### config.mk
export PLATFORM = sky130hd
export DESIGN_NAME = gpmc_initiator
export DESIGN_NICKNAME = d
export VERILOG_FILES = /design/src/rtl/gpmc_pkg.sv /design/src/rtl/gpmc_phase_counter.sv /design/src/rtl/gpmc_initiator.sv
export SDC_FILE = /design/constraint.sdc
export NUM_CORES = 1
export LEC_CHECK = 0
export CORE_MARGIN = 5
export CORE_UTILIZATION = 56
export CTS_CLUSTER_DIAMETER = 30
export DETAILED_ROUTE_END_ITERATION = 10
export DONT_BUFFER_PORTS = 1
export GPL_TIMING_DRIVEN = 0
export HOLD_SLACK_MARGIN = 0.12
export PLACE_DENSITY = 0.83
export REMOVE_ABC_BUFFERS = 1
export SYNTH_ARGS = -nofsm -noshare
export SYNTH_HDL_FRONTEND = slang
export SYNTH_SLANG_ARGS = --single-unit
### constraint.sdc
create_clock -name clk -period 1.85 [get_ports clk]
set_input_delay 0.185 -clock clk [delete_from_list [all_inputs] [get_ports clk]]
set_output_delay 0.185 -clock clk [all_outputs]
set_load 0.1 [all_outputs]
### src/rtl/gpmc_pkg.sv
// Shared types and constants for the GPMC initiator.
package gpmc_pkg;

    // Transaction phases of the initiator FSM
    typedef enum logic [2:0] {
        IDLE,
        ADDR,
        TURN,
        DATA,
        DONE
    } gpmc_state_t;

    // Read data returned when the target never releases wait
    localparam logic [15:0] TIMEOUT_DATA = 16'hDEAD;

    // Idle levels of the low-active GPMC strobes and the AD bus
    localparam logic        PIN_IDLE = 1'b1;
    localparam logic [15:0] AD_IDLE  = '0;

    function automatic int unsigned gpmc_max(input int unsigned a, input int unsigned b);
        return (a > b) ? a : b;
    endfunction

endpackage

### src/rtl/gpmc_phase_counter.sv
// Loadable down-counter with zero flag; times the ADDR, DATA and timeout phases.
module gpmc_phase_counter #(
    parameter int unsigned WIDTH = 8
) (
    input  logic             clk,
    input  logic             reset,
    input  logic             load,
    input  logic [WIDTH-1:0] load_value,
    input  logic             en,
    output logic             zero
);

    logic [WIDTH-1:0] count;

    // Load takes priority; otherwise count down and stick at zero
    always_ff @(posedge clk or negedge reset) begin
        if (!reset) begin
            count <= '0;
        end else if (load) begin
            count <= load_value;
        end else if (en && (count != '0)) begin
            count <= count - WIDTH'(1);
        end
    end

    assign zero = (count == '0);

endmodule

### src/rtl/gpmc_initiator.sv
// Wishbone slave issuing one GPMC muxed address/data transaction per cycle.
// Optional macro GPMC_WAIT_EN adds the gpmc_wait input and a data-phase timeout.
module gpmc_initiator
    import gpmc_pkg::*;
#(
    parameter int unsigned ADDR_WIDTH = 8,
    parameter int unsigned DATA_WIDTH = 16,
    parameter int unsigned ADDR_CYC   = 2,
    parameter int unsigned DATA_CYC   = 4,
    parameter int unsigned TIMEOUT    = 64
) (
    input  logic                  clk,
    input  logic                  reset,
    input  logic [ADDR_WIDTH-1:0] wbs_address,
    input  logic [DATA_WIDTH-1:0] wbs_writedata,
    output logic [DATA_WIDTH-1:0] wbs_readdata,
    input  logic                  wbs_write,
    input  logic                  wbs_strobe,
    input  logic                  wbs_cycle,
    output logic                  wbs_ack,
    output logic [15:0]           gpmc_ad_out,
    output logic                  gpmc_ad_oe,
    input  logic [15:0]           gpmc_ad_in,
    output logic                  gpmc_advn,
    output logic                  gpmc_csn1,
    output logic                  gpmc_wein,
    output logic                  gpmc_oen,
`ifdef GPMC_WAIT_EN
    input  logic                  gpmc_wait,
`endif
    output logic                  gpmc_clk
);

    // One counter width covers every phase length, including the timeout
    localparam int unsigned MAX_CNT = gpmc_max(gpmc_max(ADDR_CYC, DATA_CYC), TIMEOUT);
    localparam int unsigned CNT_W   = $clog2(MAX_CNT + 1);

    gpmc_state_t           state_q, state_d;
    logic [ADDR_WIDTH-1:0] addr_q;
    logic [DATA_WIDTH-1:0] data_q;
    logic                  write_q;
    logic                  req;
    logic                  ph_load;
    logic [CNT_W-1:0]      ph_value;
    logic                  ph_zero;
    logic                  capture;
    logic [DATA_WIDTH-1:0] cap_data;

    assign req = wbs_cycle & wbs_strobe;

    gpmc_phase_counter #(.WIDTH(CNT_W)) u_phase_cnt (
        .clk       (clk),
        .reset     (reset),
        .load      (ph_load),
        .load_value(ph_value),
        .en        (1'b1),
        .zero      (ph_zero)
    );

`ifdef GPMC_WAIT_EN
    logic tmo_zero;

    gpmc_phase_counter #(.WIDTH(CNT_W)) u_tmo_cnt (
        .clk       (clk),
        .reset     (reset),
        .load      (state_q == TURN),
        .load_value(CNT_W'(TIMEOUT - 1)),
        .en        (state_q == DATA),
        .zero      (tmo_zero)
    );
`endif

    // State register
    always_ff @(posedge clk or negedge reset) begin
        if (!reset) begin
            state_q <= IDLE;
        end else begin
            state_q <= state_d;
        end
    end

    // Free-running GPMC clock at clk/2
    always_ff @(posedge clk or negedge reset) begin
        if (!reset) begin
            gpmc_clk <= 1'b0;
        end else begin
            gpmc_clk <= ~gpmc_clk;
        end
    end

    // Latch the Wishbone request on the accepting edge
    always_ff @(posedge clk or negedge reset) begin
        if (!reset) begin
            addr_q  <= '0;
            data_q  <= '0;
            write_q <= 1'b0;
        end else if ((state_q == IDLE) && req) begin
            addr_q  <= wbs_address;
            data_q  <= wbs_writedata;
            write_q <= wbs_write;
        end
    end

    // Read data register, updated only on a read capture
    always_ff @(posedge clk or negedge reset) begin
        if (!reset) begin
            wbs_readdata <= '0;
        end else if (capture) begin
            wbs_readdata <= cap_data;
        end
    end

    // Next-state, phase counter loads and read capture
    always_comb begin
        state_d  = state_q;
        ph_load  = 1'b0;
        ph_value = CNT_W'(ADDR_CYC - 1);
        capture  = 1'b0;
        cap_data = gpmc_ad_in;
        case (state_q)
            IDLE: begin
                if (req) begin
                    state_d = ADDR;
                    ph_load = 1'b1;
                end
            end
            ADDR: begin
                if (ph_zero) begin
                    state_d = TURN;
                end
            end
            TURN: begin
                state_d  = DATA;
                ph_load  = 1'b1;
                ph_value = CNT_W'(DATA_CYC - 1);
            end
            DATA: begin
`ifdef GPMC_WAIT_EN
                if (ph_zero && !gpmc_wait) begin
                    state_d = DONE;
                    capture = !write_q;
                end else if (tmo_zero) begin
                    state_d  = DONE;
                    capture  = !write_q;
                    cap_data = TIMEOUT_DATA;
                end
`else
                if (ph_zero) begin
                    state_d = DONE;
                    capture = !write_q;
                end
`endif
            end
            DONE: begin
                state_d = IDLE;
            end
            default: begin
                state_d = IDLE;
            end
        endcase
    end

    // Pins decode from the state register alone, so an async reset idles them at once
    always_comb begin
        gpmc_csn1   = PIN_IDLE;
        gpmc_advn   = PIN_IDLE;
        gpmc_wein   = PIN_IDLE;
        gpmc_oen    = PIN_IDLE;
        gpmc_ad_oe  = 1'b0;
        gpmc_ad_out = AD_IDLE;
        wbs_ack     = 1'b0;
        case (state_q)
            ADDR: begin
                gpmc_csn1   = 1'b0;
                gpmc_advn   = 1'b0;
                gpmc_ad_oe  = 1'b1;
                gpmc_ad_out = 16'(addr_q);
            end
            TURN: begin
                gpmc_csn1  = 1'b0;
                gpmc_ad_oe = write_q;
                if (write_q) begin
                    gpmc_ad_out = 16'(data_q);
                end
            end
            DATA: begin
                gpmc_csn1  = 1'b0;
                gpmc_ad_oe = write_q;
                if (write_q) begin
                    gpmc_wein   = 1'b0;
                    gpmc_ad_out = 16'(data_q);
                end else begin
                    gpmc_oen = 1'b0;
                end
            end
            DONE: begin
                wbs_ack = 1'b1;
            end
            default: begin
            end
        endcase
    end

endmodule
### Word-level counts from Yosys, hierarchy flattened

Cells that the tools add are included.
W data, S select, Z words.

* bits in registers: 52

* reductions and logical operators: 9
* mux-type cells: 21
* eq/ne operators: 7
* add/subtract/negate cells: 1
* bitwise operators: 2

Operators by type and width (number)
* $pmux W16 S2: 1
* $mux W16: 1
* $mux W7: 2
* $pmux W3 S4: 1
* $mux W1: 10
* $mux W3: 3
* $logic_not A7 Y1: 1
* $reduce_bool A7 Y1: 1
* $sub A7 B1 Y7 const B: 1
* $eq A3 B2 Y1 const B: 2
* $ne A2 B2 Y1 const B: 3
* $pmux W1 S2: 2
* $eq A3 B1 Y1 const B: 1
* $eq A3 B3 Y1 const B: 1
* $logic_not A3 Y1: 1
* $reduce_and A3 Y1: 1
* $reduce_or A3 Y1: 1
* $mux W2: 1
* $reduce_bool A2 Y1: 1
* $reduce_or A2 Y1: 1
* $and A1 B1 Y1: 1
* $logic_and A1 B1 Y1: 1
* $logic_not A1 Y1: 1
* $not A1 Y1: 1

### Logic depth before layout (Yosys ltp)

* depth in word-level cells: 4
* depth in mapped cells: 6

### Cells and area by module

A second synthesis with hierarchy kept.

* cells, all modules: 189
* area total of the unflattened synthesis: 2398.6 um2

Modules (own cells, without submodules)
* gpmc_initiator: cells each 137, area each 1936.9 um2, sequential area each 1126.1 um2, instances 1
* gpmc_phase_counter: cells each 52, area each 461.7 um2, sequential area each 175.2 um2, instances 1

### Worst setup path after synthesis

Ideal clock, no wire load.

* path type: register to output
* from: register state_q[2]
* to: output port gpmc_ad_oe
* data arrival time: 2.437 ns
* path buffers: 1
* stages on the path, launching flop included: 4
* required time: 1.665 ns
* slack: -0.772 ns
* path through: dfrtp_1 -> clkbuf_1 -> or2_2 -> nor2_1

* word-level cells in the longest chain between the ends: 3
* elaborated cells between the ends (all ways): 5

Ends and longest elaborated chain
* start: declaration: RTL line gpmc_initiator.sv:38 `gpmc_state_t state_q, state_d;`
* start signal: assignment: RTL line gpmc_initiator.sv:78 `state_q <= state_d;`
* $eq A3 B2 Y1: RTL line gpmc_initiator.sv:172 `case (state_q)`
* $reduce_or A2 Y1 (no source line)
* $pmux W1 S2 (*): RTL line gpmc_initiator.sv:172
* end: declaration: RTL line gpmc_initiator.sv:22 `output logic gpmc_ad_oe,`

Mark *: on every way between the ends. The rest lies on a longest branch, timed or not.

### Final worst setup path

* from: register state_q[2]
* to: output port gpmc_ad_out[7]

* word-level cells in the longest chain between the ends: 3
* elaborated cells between the ends (all ways): 5

Ends and longest elaborated chain
* $eq A3 B2 Y1: RTL line gpmc_initiator.sv:172
* $reduce_or A2 Y1 (no source line)
* $pmux W16 S2 (*): RTL line gpmc_initiator.sv:172
* end: declaration: RTL line gpmc_initiator.sv:21 `output logic [15:0] gpmc_ad_out,`

Marks and branches as above.

==> summary.txt <==
Number of hold violations in the final report: 0
Final-stage net count: 296
Critical R2R Capture: wbs_readdata[6]
Combined area of all synthesized cells: 2370 µm²
Die W: 75.0 µm
Top cells by count, synth: 52 x sky130_fd_sc_hd__dfrtp_1, 30 x sky130_fd_sc_hd__mux2_2, 10 x sky130_fd_sc_hd__mux2_4, 9 x sky130_fd_sc_hd__and2_1, 8 x sky130_fd_sc_hd__a22o_1
Count of warnings emitted by yosys: 0
Final worst slack: -73.9 ps
Run status: complete, but fails checks
Iteration-0 DRC count of the detailed router: 140
Hold Worst Slack: 181 ps
Final weighted congestion in routability-driven placement: 0.767
Per-instance average area after synthesis: 13.5 µm²
Total grt overflow: 0
Register-to-register setup slack: 50 ps
CP required: 1660 ps
Crit path cell chain: buf_6 > nand2b_4 > nor2_4 > buf_6 > a22o_4
Most common cell in the synthesized netlist: sky130_fd_sc_hd__dfrtp_1
Overall routing resource usage: 24.1%
Number of synthesized register bits: 52
Fraction of the core area covered by cells at the end of the flow: 85.3%
Post-Synthesis Cells: 175
Vias per cell: 5.91
Effective utilization at floorplan: 58.3%
Top area cells in the synthesized netlist: sky130_fd_sc_hd__dfrtp_1 55%, sky130_fd_sc_hd__mux2_2 14%, sky130_fd_sc_hd__mux2_4 6.3%, sky130_fd_sc_hd__a22o_1 3.0%, sky130_fd_sc_hd__and2_1 2.4%
Overall routed net length: 6650 µm
Number of non-filler instances in the completed layout: 301
Overall power consumption: 2.39 mW
Routed via count: 1778
Clock-pin slew on the worst setup and hold paths: 100 ps
Area of the core region: 4060 µm²
Share of synthesized registers carrying an async set or reset: 100%
Source-to-sink clock delay at the later pin of the worst-skew pair: 300 ps
TritonCTS Sinks: 52
Master cell of the clock root buffer: sky130_fd_sc_hd__clkbuf_8
Max Buffers Root-to-Sink: 2
Routed wire per std cell: 22.1 µm
Multi-input gate area: 1180 µm²
Total power density per cell area: 689 nW/µm²
Tightest slew margin relative to the limit: 36.2%
Nature of the critical path endpoint: output pin
Hold_sp: wbs_strobe
Detailed-placement wirelength estimate: 3440 µm
RSZ-0062 raised after global routing: true
Failing checks: negative setup slack
Seq. cell area: 1310 µm²
Yosys cell types: 40
Element type at the critical path start: register
Delay of the slowest cell on the worst path: 450 ps
Cell with the largest stage delay on the worst path: sky130_fd_sc_hd__dfrtp_2
Maximum number of pins on one net before global-route repair: 53
Number of buffers inserted by port buffering: 0
Hold-critical path endpoint: u_phase_cnt.count[1]
Clock tree from TritonCTS: yes
Routed Antenna Nets: 0
Wire length of the first global-routing pass: 9850 µm
Maximum vdd drop: 0.000674 V
Number of placed cells counting well taps: 218
Cell taking the most area after synthesis: sky130_fd_sc_hd__dfrtp_1
Number of clock buffers inserted by TritonCTS: 5
Flip-flop cell with the highest count after synthesis: sky130_fd_sc_hd__dfrtp_1
Number of enable-type register cells in the synthesized netlist: 0
Seq/Total Area, Yosys: 55.0%
Height of the die: 75.0 µm
Proportion of layout cells with a drive suffix above 1: 47.8%
Number of max-cap violations: 0
Peak clock frequency supported by timing: 520 MHz
Slew of the pin with the lowest slew margin: 957 ps
Clock Skews: 11.9 ps
Final worst-path cycle share: 104%
Slew Limit Fails: 0
Arrival time of the worst setup path: 1740 ps
Final routed DRC violation total: 0
Critical-path maximum fanout: 5
Worst min-delay path category: input pin to register
Layout Area Growth over Synthesis: 46.2%
H-tree depth reported by CTS: 2
Total Die Area: 5630 µm²
Pleak: 1.63 nW
ANT cells: 0
Depth of the worst hold-timing path: 2
FP Rows: 23
# fillers: 188
Period minus WS final: 1920 ps
Detailed-routing iteration count for the pre-antenna-repair pass: 4
Start of the worst register-to-register path: write_q
I/O pins: 84
Vias in the first global route: 1997
Initial antenna violation count: 0
Start-to-end type of the worst setup path: register to output pin
R2R cell count: 4
Number of setup violations in the final report: 18
Portion of synthesized cell area occupied by the leading cell type: 55.0%
Dominant cell type by count on the critical path: sky130_fd_sc_hd__buf_6
==> power by group <==
part	switching [mW]	internal [mW]	leakage, nW	total, mW
sequential	0.165	1.17	0.664	1.34
clock	0.351	0.477	0.0645	0.828
combinational	0.105	0.116	0.903	0.221
total	0.622	1.76	1.63	2.39
==> sequential cells by signal (all words and copies together) (netlist names) <==
signal / cells
u_phase_cnt.count: 7
gpmc_clk: 1
wbs_readdata: 16
state_q: 3
addr_q: 8
write_q: 1
data_q: 16
==> cell usage in the layout, fill, tap and decap left out, drive strengths merged, types with 2 or more instances in the layout <==
cell type    Yosys  layout
dfrtp           52      52
dlygate4sd3      0      42
mux2            41      41
buf              5      32
and2             9       9
a22o             8       8
clkbuf           2       7
nor2             7       7
o21ai            5       5
a21oi            4       4
or2              4       4
inv              5       4
nor2b            3       3
nand2b           3       3
nor4             2       3
nand2            3       3
or4              2       2
nand3            2       2
nor4b            2       2
a21boi           2       2
==> metal layers <==
layer | routed length, µm | up-vias | global-route usage (%) | part of all wire (%)
met5 | 0 | - | 0 | 0
met4 | 222 | 0 | 11.7 | 3.3
met3 | 335 | 25 | 5.21 | 5.0
met2 | 3770 | 82 | 43.2 | 57
met1 | 2320 | 893 | 27.1 | 35
li1 | - | 778 | - | -
==> timing repair <==
action | CTS | global route
hold endpoints to repair | 93 | 0
hold buffers | 43 | 0
setup endpoints to repair | 62 | 41
gates cloned | 2 | 0
setup buffers | 25 | 6
pin swaps | 13 | 7
gates resized for setup | 55 | 11
==> worst max-delay path, delay by kind of cell, from the launching register on <==
family	cells	cell delay (ps)
compound gates	1	320
buf+inv	2	300
flops	1	450
simple gates	2	360
==> cell type report <==
type | instances | area share, %
Multi-Input combinational cell | 112 | 34.1
Timing Repair Buffer | 74 | 22.1
Inverter | 5 | 0.723
Tap cell | 50 | 1.81
Sequential cell | 52 | 37.7
Clock inverter | 1 | 0.868
Clock buffer | 7 | 2.78
==> stage by stage <==
step	setup WS [ps]	TNS, ps	area [µm²]
2_1_floorplan	-718	-7910	2330
3_3_place_gp	-790	-21730	2390
3_5_place_dp	-711	-26070	2390
4_1_cts	-64.3	-416	3400
5_1_grt	-111	-1740	3460
6_report	-73.9	-914	3460
==> kinds of logic (layout without fill, tap and decap cells) <==
kind of cell / after synthesis / count (layout) / share of synthesized area [%]
flip-flops: 52 / 52 / 55.0
multiplexers: 42 / 42 / 21.5
AND/OR/NAND/NOR: 42 / 43 / 12.5
AO/OA/AOI/OAI: 26 / 26 / 8.03
buffers and inverters: 12 / 87 / 2.43
adder cells (fa/ha/maj): 1 / 1 / 0.528
==> worst max-delay path by stage <==
stage / startpoint / endpoint / slack, ps / depth (start not counted)
2_1_floorplan: state_q[1] / gpmc_ad_oe / -720 / 3
3_3_place_gp: state_q[1] / gpmc_ad_oe / -790 / 3
3_5_place_dp: state_q[1] / gpmc_ad_out[3] / -710 / 3
4_1_cts: state_q[2] / gpmc_ad_out[7] / -60 / 6
5_1_grt: state_q[2] / gpmc_ad_out[7] / -110 / 5
6_report: state_q[2] / gpmc_ad_out[7] / -70 / 5
(Power assumes the default switching activity.)
==> edit (same settings) <==
The parameter `ADDR_CYC` goes from 2 to 4.
--- a/src/rtl/gpmc_initiator.sv
+++ b/src/rtl/gpmc_initiator.sv
@@ -5,7 +5,7 @@
 #(
     parameter int unsigned ADDR_WIDTH = 8,
     parameter int unsigned DATA_WIDTH = 16,
-    parameter int unsigned ADDR_CYC   = 2,
+    parameter int unsigned ADDR_CYC   = 4,
     parameter int unsigned DATA_CYC   = 4,
     parameter int unsigned TIMEOUT    = 64
 ) (
Behaviour: not the same (a bounded check fails within 4 cycles, from zero or initial values and one cycle with reset low).
==> edit against the unedited design <==
  * The flow still finishes with violations (setup timing)
  * Routed wire length down 14%
  * Global-route usage shrank 3.0 points
  * Sequential cell count did not move
  * Critical path type unchanged
  * Highest routed layer unchanged
  * Worst setup slack worse by 0.031 ns
  * Design area fell by 7.8%
  * Area after synthesis is 1.1% lower
Power is left out: the tool's default activity adds up to more than one toggle a clock period on the data nets, which glitch-free logic cannot reach.
==> edit: results <==
group,metric,value,unit
status,status,"complete, but fails checks",
status,violations,"setup timing",
cells_and_area,diodes,0,
setup_path,r2r_end,"wbs_readdata[13]",
placed_design,port_buffers,0,
sta,tns,-0.8040,ns
route,totalWireLength,5732,µm
setup_path,crit_end,"gpmc_ad_out[6]",
yosys,seq_area_frac_synth,55.59,%
clock_network,clk_path_buf_depth,2,
global_route,antenna_found_initial,0,
yosys,synth_compound_area_share,7.803,%
yosys,syn_area_per_cell,13.69,µm²
sta,hold_ws,0.3295,ns
yosys,yosysUniqueCellTypes,36,
hold_path,hold_path_depth,3,
yosys,synth.area.top_cells,"dfrtp_1 56%, mux2_2 15%, mux2_4 6.4%",
sta,setup_viol,10,
global_route,grt_pass1_vias,1735,
yosys,async_reset_ff_share,100.0,%
clock_network,root_buffer,"clkbuf_8",
setup_path,arrival,1.77,ns
route,firstDrtPassIters,4,
hold_path,hold_end,"u_phase_cnt.count[1]",
placed_design,placed_cell_area,0.002355,mm²
setup_path,r2r_start,"u_phase_cnt.count[0]",
placed_design,place_ws,-0.5822,ns
clock_network,cts.htree.levels,2,
clock_network,worstSkewPairLatency,0.31,ns
sta,fin_ws,-0.1053,ns
global_route,grt_pass1_wl,8673,µm
hold_path,min_from,"wbs_strobe",
placed_design,place_hpwl,3373,µm
yosys,synthTopCellsByCount,"52 x dfrtp_1, 31 x mux2_2, 10 x mux2_4",
cells_and_area,nets,273,
yosys,synth_xor_area_share,0,%
clock_network,clkTransAtPathRegs,0.09,ns
placed_design,gp_congestion,0.7825,
setup_path,rr_worst_depth,6,
sta,fin_skew,0.01150,ns
global_route,grt_max_degree,53,
hold_path,hold_class,"primary input to register",
cells_and_area,layout-drive-gt1-share,42.98,%
sta,worst_slew_pin_slew,0.9265,ns
yosys,synthAdderAreaFrac,0.5345,%
yosys,ys_warn_count,0,
yosys,synthMuxAreaShare,21.33,%
global_route,track_usage,21.11,%
placed_design,dpl.cell_count,214,
route,vias_per_cell,5.820,
route,wire_per_inst,20.62,µm
route,drtIter0Drc,100,
setup_path,crit_path_start,"state_q[2]",
setup_path,path_max_fanout,7,
[edit: area by class of cell]
| class | count | area [µm²] |
|---|---|---|
| sequential | 52 | 1305 |
| multi-input combinational | 107 | 1106 |
| fill | 239 | 838.3 |
| timing repair buffer | 56 | 586.8 |
| clock buffer | 6 | 72.57 |
| tap | 50 | 62.56 |
| clock inverter | 2 | 35.03 |
| inverter | 5 | 22.52 |
[edit: repair_timing]
| action | in CTS | in global routing |
|---|---|---|
| endpoints found under the hold margin | 93 | 0 |
| endpoints found under the setup margin | 62 | 51 |
| hold buffers | 43 | 0 |
| buffers inserted | 9 | 4 |
| pin swaps | 13 | 4 |
| gates resized for setup | 46 | 3 |
[edit: metal layers]
layer	vias up	GRT usage, %	wire [µm]
met1	830	22.89	2041
li1	716	-	-
met4	0	8.103	165
met2	56	38.73	3180
met5	-	0	0
met3	16	6.142	344
[edit: critical path, cell delays in order (launching register included)]
cell and delay (ns):
dfrtp_2 0.48, or2b_1 0.29, nor2_4 0.20, buf_12 0.16, a22o_4 0.33
